`config.mk`:
```
export PLATFORM = sky130hd
export DESIGN_NAME = mips_avalon_master
export DESIGN_NICKNAME = d
export VERILOG_FILES = /design/src/rtl/mips_bus_pkg.sv /design/src/rtl/mips_bus_timeout.sv /design/src/rtl/mips_avalon_master.sv
export SDC_FILE = /design/constraint.sdc
export NUM_CORES = 1
export LEC_CHECK = 0
export BUFFER_PORTS_ARGS = -buffer_cell sky130_fd_sc_hd__buf_4
export CAP_MARGIN = 40
export CORE_ASPECT_RATIO = 1.25
export CORE_MARGIN = 2
export CORE_UTILIZATION = 42
export CTS_BUF_LIST = sky130_fd_sc_hd__clkbuf_16
export DETAILED_ROUTE_END_ITERATION = 8
export MAX_ROUTING_LAYER = met4
export PLACE_DENSITY = 0.79
export SYNTH_ARGS = -nofsm -noshare
export SYNTH_HDL_FRONTEND = slang
export SYNTH_SLANG_ARGS = --single-unit
```
`constraint.sdc`:
```
create_clock -name clk -period 1.5 [get_ports clk]
set_input_delay 0.075 -clock clk [delete_from_list [all_inputs] [get_ports clk]]
set_output_delay 0.075 -clock clk [all_outputs]
set_load 0.05 [all_outputs]
```
`src/rtl/mips_bus_pkg.sv`:
```
// Shared types and widths for the CPU-side Avalon-MM initiator.
package mips_bus_pkg;

  localparam int BUS_W = 32;
  localparam int BE_W  = 4;

  typedef enum logic [1:0] {
    IDLE,
    BUS,
    RESP,
    ERR
  } bus_state_t;

  function automatic logic is_misaligned(input logic [BUS_W-1:0] addr);
    return addr[1:0] != 2'b00;
  endfunction

endpackage

```
`src/rtl/mips_bus_timeout.sv`:
```
// Bus-stall counter: counts enabled cycles and flags the last permitted stall cycle.
module mips_bus_timeout #(
  parameter int TIMEOUT_CYCLES = 1024
) (
  input  logic clk,
  input  logic reset,
  input  logic clear,
  input  logic enable,
  output logic expired
);

  localparam int CNT_W = (TIMEOUT_CYCLES > 0) ? $clog2(TIMEOUT_CYCLES + 1) : 1;
  localparam logic [CNT_W-1:0] LAST = CNT_W'((TIMEOUT_CYCLES > 0) ? TIMEOUT_CYCLES - 1 : 0);

  logic [CNT_W-1:0] count_q, count_d;

  // expired fires on the stall cycle that brings the count to TIMEOUT_CYCLES,
  // so the master aborts after exactly TIMEOUT_CYCLES waitrequest cycles.
  always_comb begin
    expired = (TIMEOUT_CYCLES != 0) && enable && (count_q == LAST);
    count_d = count_q;
    if (clear) begin
      count_d = '0;
    end else if (enable && !expired && (TIMEOUT_CYCLES != 0)) begin
      count_d = count_q + CNT_W'(1);
    end
  end

  always_ff @(posedge clk) begin
    if (!reset) begin
      count_q <= '0;
    end else begin
      count_q <= count_d;
    end
  end

endmodule

```
`src/rtl/mips_avalon_master.sv`:
```
// Avalon-MM initiator: one outstanding core load/store/fetch, with alignment
// checking and a waitrequest stall timeout that returns an error response.
module mips_avalon_master
  import mips_bus_pkg::*;
#(
  parameter int TIMEOUT_CYCLES = 1024
) (
  input  logic              clk,
  input  logic              reset,
  input  logic              req_valid,
  output logic              req_ready,
  input  logic              req_write,
  input  logic [BUS_W-1:0]  req_addr,
  input  logic [BE_W-1:0]   req_byteenable,
  input  logic [BUS_W-1:0]  req_wdata,
  output logic              resp_valid,
  output logic              resp_err,
  output logic [BUS_W-1:0]  resp_rdata,
  output logic [BUS_W-1:0]  address,
  output logic [BE_W-1:0]   byteenable,
  output logic              read,
  output logic              write,
  input  logic              waitrequest,
  input  logic [BUS_W-1:0]  readdata,
  output logic [BUS_W-1:0]  writedata
);

  bus_state_t       state_q, state_d;
  logic             req_ready_q, req_ready_d;
  logic             resp_valid_q, resp_valid_d;
  logic             resp_err_q, resp_err_d;
  logic [BUS_W-1:0] resp_rdata_q, resp_rdata_d;
  logic [BUS_W-1:0] address_q, address_d;
  logic [BE_W-1:0]  byteenable_q, byteenable_d;
  logic [BUS_W-1:0] writedata_q, writedata_d;
  logic             read_q, read_d;
  logic             write_q, write_d;
  logic             stall_expired;

  mips_bus_timeout #(
    .TIMEOUT_CYCLES(TIMEOUT_CYCLES)
  ) u_timeout (
    .clk    (clk),
    .reset  (reset),
    .clear  (state_q != BUS),
    .enable ((state_q == BUS) && waitrequest),
    .expired(stall_expired)
  );

  // NOTE: every variable gets a default before the case so no path leaves
  // one unassigned; that is what keeps this block free of inferred latches.
  always_comb begin
    state_d      = state_q;
    req_ready_d  = 1'b0;
    resp_valid_d = 1'b0;
    resp_err_d   = 1'b0;
    resp_rdata_d = resp_rdata_q;
    address_d    = address_q;
    byteenable_d = byteenable_q;
    writedata_d  = writedata_q;
    read_d       = read_q;
    write_d      = write_q;

    unique case (state_q)
      IDLE: begin
        req_ready_d = 1'b1;
        if (req_valid && req_ready_q) begin
          req_ready_d = 1'b0;
          if (is_misaligned(req_addr)) begin
            state_d      = ERR;
            resp_valid_d = 1'b1;
            resp_err_d   = 1'b1;
            resp_rdata_d = '0;
          end else begin
            state_d      = BUS;
            address_d    = req_addr;
            byteenable_d = req_byteenable;
            writedata_d  = req_wdata;
            read_d       = !req_write;
            write_d      = req_write;
          end
        end
      end
      BUS: begin
        if (!waitrequest) begin
          state_d      = RESP;
          read_d       = 1'b0;
          write_d      = 1'b0;
          resp_valid_d = 1'b1;
          resp_rdata_d = read_q ? readdata : '0;
        end else if (stall_expired) begin
          state_d      = RESP;
          read_d       = 1'b0;
          write_d      = 1'b0;
          resp_valid_d = 1'b1;
          resp_err_d   = 1'b1;
          resp_rdata_d = '0;
        end
      end
      RESP, ERR: begin
        state_d     = IDLE;
        req_ready_d = 1'b1;
      end
      default: state_d = IDLE;
    endcase
  end

  // NOTE: sequential state uses non-blocking assignments only, so every flop
  // samples the values computed before this edge regardless of block order.
  always_ff @(posedge clk) begin
    if (!reset) begin
      state_q      <= IDLE;
      req_ready_q  <= 1'b0;
      resp_valid_q <= 1'b0;
      resp_err_q   <= 1'b0;
      resp_rdata_q <= '0;
      address_q    <= '0;
      byteenable_q <= '0;
      writedata_q  <= '0;
      read_q       <= 1'b0;
      write_q      <= 1'b0;
    end else begin
      state_q      <= state_d;
      req_ready_q  <= req_ready_d;
      resp_valid_q <= resp_valid_d;
      resp_err_q   <= resp_err_d;
      resp_rdata_q <= resp_rdata_d;
      address_q    <= address_d;
      byteenable_q <= byteenable_d;
      writedata_q  <= writedata_d;
      read_q       <= read_d;
      write_q      <= write_d;
    end
  end

  assign req_ready  = req_ready_q;
  assign resp_valid = resp_valid_q;
  assign resp_err   = resp_err_q;
  assign resp_rdata = resp_rdata_q;
  assign address    = address_q;
  assign byteenable = byteenable_q;
  assign writedata  = writedata_q;
  assign read       = read_q;
  assign write      = write_q;

endmodule

```
==> metrics.txt <==
# TYPE chip_impl_metric gauge
chip_impl_metric{name="floorplan.die.height",unit="µm"} 120.8
chip_impl_metric{name="drive_above_1_share",unit="%"} 40.95
chip_impl_metric{name="slew-limit-headroom",unit="%"} 63.40
chip_impl_info{name="setup.worst_path.class",value="flip-flop to flip-flop"} 1
chip_impl_metric{name="post_synth_num_cell_types",unit=""} 41
chip_impl_metric{name="p_leak",unit="nW"} 3.789
chip_impl_metric{name="cts.htree.levels",unit=""} 4
chip_impl_metric{name="crit_required",unit="ns"} 1.79
chip_impl_info{name="synthDominantAreaCellType",value="sky130_fd_sc_hd__dfxtp_1"} 1
chip_impl_metric{name="floorplan.core_area",unit="mm²"} 0.01062
chip_impl_info{name="critPathCapture",value="resp_rdata[3]"} 1
chip_impl_metric{name="route.detailed.vias_per_inst",unit=""} 5.486
chip_impl_info{name="worstHoldPathType",value="input port to flip-flop"} 1
chip_impl_metric{name="setup-violations-final",unit=""} 78
chip_impl_metric{name="width_of_the_die",unit="µm"} 97.45
chip_impl_info{name="timing.rr.start",value="u_timeout.count_q[1]"} 1
chip_impl_metric{name="track_usage",unit="%"} 28.18
chip_impl_info{name="kind_of_start_point_of_the_critical_path",value="flip-flop"} 1
chip_impl_info{name="crit-reg2reg-capture",value="resp_rdata[3]"} 1
chip_impl_metric{name="route.detailed.wl_per_inst",unit="µm"} 19.67
chip_impl_metric{name="final_nets",unit=""} 979
chip_impl_metric{name="max-clock-path-buffers",unit=""} 2
chip_impl_metric{name="timing.critical_path.depth",unit=""} 6
chip_impl_metric{name="combined_area_of_the_multi_input_logic_cells",unit="mm²"} 0.002367
chip_impl_metric{name="syn-cell-area",unit="mm²"} 0.004584
chip_impl_metric{name="buffer_ports.inserted",unit=""} 209
chip_impl_metric{name="drtPass1Iterations",unit=""} 5
chip_impl_metric{name="ff2ff_setup_slack",unit="ns"} -0.19
chip_impl_metric{name="initial_antenna_violation_count",unit=""} 0
chip_impl_metric{name="max_freq",unit="GHz"} 0.5924
chip_impl_metric{name="fp-row-count",unit=""} 42
chip_impl_metric{name="post-route-worst-setup-slack",unit="ns"} -0.1880
chip_impl_metric{name="detailroute.via_count",unit=""} 5574
chip_impl_metric{name="finClkSkew",unit="ns"} 0.01009
chip_impl_metric{name="grt_start_max_net_pins",unit=""} 66
chip_impl_metric{name="cell_area_power_density",unit="mW/mm²"} 904.5
chip_impl_metric{name="synth_sequential_area_ratio",unit="%"} 51.53
chip_impl_metric{name="first_global_vias",unit=""} 5368
chip_impl_metric{name="cts.sink_count",unit=""} 118
chip_impl_metric{name="remaining_overflow_grt",unit=""} 0
chip_impl_metric{name="yosys_register_bits",unit=""} 118
chip_impl_metric{name="gp_routability_congestion",unit=""} 0.8129
chip_impl_metric{name="drv.max_cap_violation_count",unit=""} 0
chip_impl_info{name="cpLargestDelayFamily",value="compound AO/OA/AOI/OAI gates"} 1
chip_impl_metric{name="post-route-period-util",unit="%"} 112.5
chip_impl_metric{name="crit_fanout",unit=""} 11
chip_impl_metric{name="ff_latch_area",unit="mm²"} 0.002371
chip_impl_info{name="endpoint_kind",value="flip-flop"} 1
chip_impl_info{name="most_used_flip_flop_cell_after_synthesis",value="sky130_fd_sc_hd__dfxtp_1"} 1
chip_impl_metric{name="drtIter0Drc",unit=""} 317
chip_impl_metric{name="grt_first_pass_wirelength",unit="mm"} 25.89
chip_impl_metric{name="finalMaxSlewViolations",unit=""} 0
chip_impl_info{name="tritoncts",value="yes"} 1
chip_impl_metric{name="hold_viol_final",unit=""} 0
chip_impl_metric{name="dp.final_hpwl",unit="mm"} 9.070
chip_impl_metric{name="design.die.area",unit="mm²"} 0.01177
chip_impl_metric{name="ios",unit=""} 210
chip_impl_metric{name="total_power",unit="W"} 0.007887
chip_impl_metric{name="worst-r2r-cell-count",unit=""} 6
chip_impl_metric{name="synth.top_cell.area_share",unit="%"} 51.53
chip_impl_info{name="worst_setup_path_startpoint",value="u_timeout.count_q[1]"} 1
chip_impl_metric{name="vdd_drop_max",unit="mV"} 0.7684
chip_impl_metric{name="postLayoutCellArea",unit="mm²"} 0.008720
chip_impl_metric{name="cts_inserted_buffers",unit=""} 17
chip_impl_metric{name="synth-edff-count",unit=""} 0
chip_impl_metric{name="cp.buffers_inverters",unit=""} 1
chip_impl_metric{name="dpl_worst_slack",unit="ns"} -0.1549
chip_impl_metric{name="crit_path_time_final",unit="ns"} 1.688
chip_impl_metric{name="clock_insertion_delay_worst_skew",unit="ns"} 0.41
chip_impl_metric{name="initial_core_utilization",unit="%"} 43.19
chip_impl_metric{name="synthesis.instances",unit=""} 526
chip_impl_metric{name="crit_path_max_incr_delay",unit="ns"} 0.35
chip_impl_metric{name="ys_async_sr_fraction",unit="%"} 0
chip_impl_metric{name="clk_pin_slew_worst_paths",unit="ns"} 0.06
chip_impl_info{name="failed_checks",value="negative setup slack"} 1
chip_impl_metric{name="yosys_warnings",unit=""} 0
chip_impl_info{name="hold_path.startpoint",value="req_valid"} 1
chip_impl_metric{name="syn_avg_cell_area",unit="µm²"} 8.716
chip_impl_metric{name="synth_fp_nets",unit=""} 632
chip_impl_info{name="crit_path_cell_chain",value="ha_4 -> and4b_2 -> a41oi_4 -> buf_12 -> o21ai_0 -> a21boi_1"} 1
chip_impl_metric{name="final.hold.worst_slack",unit="ns"} 0.02834
chip_impl_metric{name="area_delta_synth_final",unit="%"} 90.20
chip_impl_info{name="clk_root_buf",value="sky130_fd_sc_hd__clkbuf_16"} 1
chip_impl_metric{name="placedInstanceArea",unit="mm²"} 0.006457
chip_impl_metric{name="num-fill-cells",unit=""} 537
chip_impl_info{name="yosysMostFrequentCell",value="sky130_fd_sc_hd__nand2_1"} 1
chip_impl_metric{name="drc_errors",unit=""} 0
chip_impl_metric{name="worstPathArrival",unit="ns"} 1.98
chip_impl_info{name="status",value="complete, but fails checks"} 1
chip_impl_info{name="synth.cells.most_frequent",value="sky130_fd_sc_hd__nand2_1 (174), sky130_fd_sc_hd__dfxtp_1 (118), sky130_fd_sc_hd__a21boi_1 (63)"} 1
chip_impl_metric{name="detail_route.wirelength",unit="mm"} 19.99
chip_impl_metric{name="antennaDiodeCount",unit=""} 0
chip_impl_metric{name="tightestPinTransition",unit="ns"} 0.5489
chip_impl_info{name="setup_repair_after_global_routing_missed_its_margin",value="true"} 1
chip_impl_info{name="slowest_stage",value="sky130_fd_sc_hd__dfxtp_2"} 1
chip_impl_metric{name="detail-route-antenna-nets",unit=""} 0
chip_impl_info{name="leading_post_synthesis_cells_by_cell_area",value="sky130_fd_sc_hd__dfxtp_1 (52%), sky130_fd_sc_hd__nand2_1 (14%), sky130_fd_sc_hd__a21boi_1 (10%), sky130_fd_sc_hd__a21boi_0 (5.9%), sky130_fd_sc_hd__o21ai_1 (2.9%)"} 1
-- kinds of logic after synthesis --
| logic type | Yosys count | share of synthesized area, % |
|---|---|---|
| compound gates | 156 | 24.02 |
| xor+xnor | 3 | 0.5732 |
| fa+ha+maj | 1 | 0.2729 |
| buf+inv | 39 | 4.285 |
| flops | 118 | 51.53 |
| simple gates | 209 | 19.32 |
-- layout by cell type, fill, tap and decap left out, types with 3 or more instances in the layout --
| cell type | instances |
|---|---|
| sky130_fd_sc_hd__clkinvlp_4 | 3 |
| sky130_fd_sc_hd__buf_6 | 9 |
| sky130_fd_sc_hd__nand3_1 | 3 |
| sky130_fd_sc_hd__a21boi_2 | 22 |
| sky130_fd_sc_hd__o21a_1 | 3 |
| sky130_fd_sc_hd__nand2_1 | 151 |
| sky130_fd_sc_hd__dfxtp_2 | 4 |
| sky130_fd_sc_hd__xnor2_1 | 3 |
| sky130_fd_sc_hd__buf_4 | 240 |
| sky130_fd_sc_hd__o21ai_0 | 8 |
| sky130_fd_sc_hd__dfxtp_1 | 113 |
| sky130_fd_sc_hd__a21boi_0 | 8 |
| sky130_fd_sc_hd__nand2_4 | 18 |
| sky130_fd_sc_hd__clkinv_2 | 7 |
| sky130_fd_sc_hd__nor2_1 | 9 |
| sky130_fd_sc_hd__a31oi_1 | 4 |
| sky130_fd_sc_hd__buf_12 | 8 |
| sky130_fd_sc_hd__clkbuf_16 | 25 |
| sky130_fd_sc_hd__o21ai_1 | 28 |
| sky130_fd_sc_hd__and3_1 | 3 |
| sky130_fd_sc_hd__dlygate4sd3_1 | 100 |
| sky130_fd_sc_hd__a21boi_1 | 69 |
| sky130_fd_sc_hd__nand2_2 | 5 |
| sky130_fd_sc_hd__inv_1 | 3 |
-- sequential cells by signal (all words and copies together), names as in the netlist --
register,flops
address,32
resp_rdata,32
writedata,32
u_timeout.count_q,11
byteenable,4
state_q,2
read,1
req_ready,1
resp_err,1
resp_valid,1
write,1
-- per-stage QoR --
stage / setup TNS (ns) / cells / util [%]
2_1_floorplan: 0 / 526 / -
3_3_place_gp: -3.060 / 859 / 60.83
3_5_place_dp: -4.221 / 859 / 60.83
4_1_cts: -1.350 / 991 / 75.81
5_1_grt: -8.885 / 1016 / 82.14
6_report: -5.043 / 1016 / 82.14
-- timing repair --
| item | in CTS | in global routing |
|---|---|---|
| endpoints found under the setup margin | 55 | 89 |
| hold buffers | 100 | 0 |
| setup buffers | 1 | 14 |
| gates resized for setup | 8 | 111 |
| pin swaps | 7 | 51 |
| gates cloned | 1 | 11 |
| hold endpoints to repair | 101 | 0 |
-- worst min-delay path by stage --
stage / end / slack, ns / cells after the start
floorplan: address[10] / 0.21 / 2
global placement: resp_rdata[22] / 0.32 / 3
detailed placement: resp_rdata[16] / 0.33 / 3
CTS: req_ready / 0.02 / 3
global route: req_ready / 0.02 / 3
finish: req_ready / 0.03 / 3
-- worst reg2reg max path, delay by kind of cell (launching register included) --
kind | cells | cell delay, ns
buf+inv | 1 | 0.22
simple gates | 1 | 0.30
fa+ha+maj | 1 | 0.13
compound gates | 3 | 0.58
flops | 1 | 0.35
-- final cells by class --
type / instances / share of cell area, %
Clock buffer: 17 / 4.879
Clock inverter: 13 / 1.091
Inverter: 1 / 0.04305
Multi-Input combinational cell: 369 / 27.15
Sequential cell: 118 / 27.19
Tap cell: 132 / 1.894
Timing Repair Buffer: 366 / 37.75
-- routing by layer --
metal,GRT usage (%),up-vias,share of wire (%)
met2,46.59,388,50
met5,-,-,0
met1,31.69,2643,36
met4,12.67,0,4.7
met3,8.266,76,9.6
li1,-,2467,-
-- power by group --
group          total, W  internal (W)  switching [W]
sequential      0.00322       0.00318      0.0000344
clock           0.00359       0.00221        0.00138
combinational   0.00108      0.000572       0.000507
(Power assumes the default switching activity.)
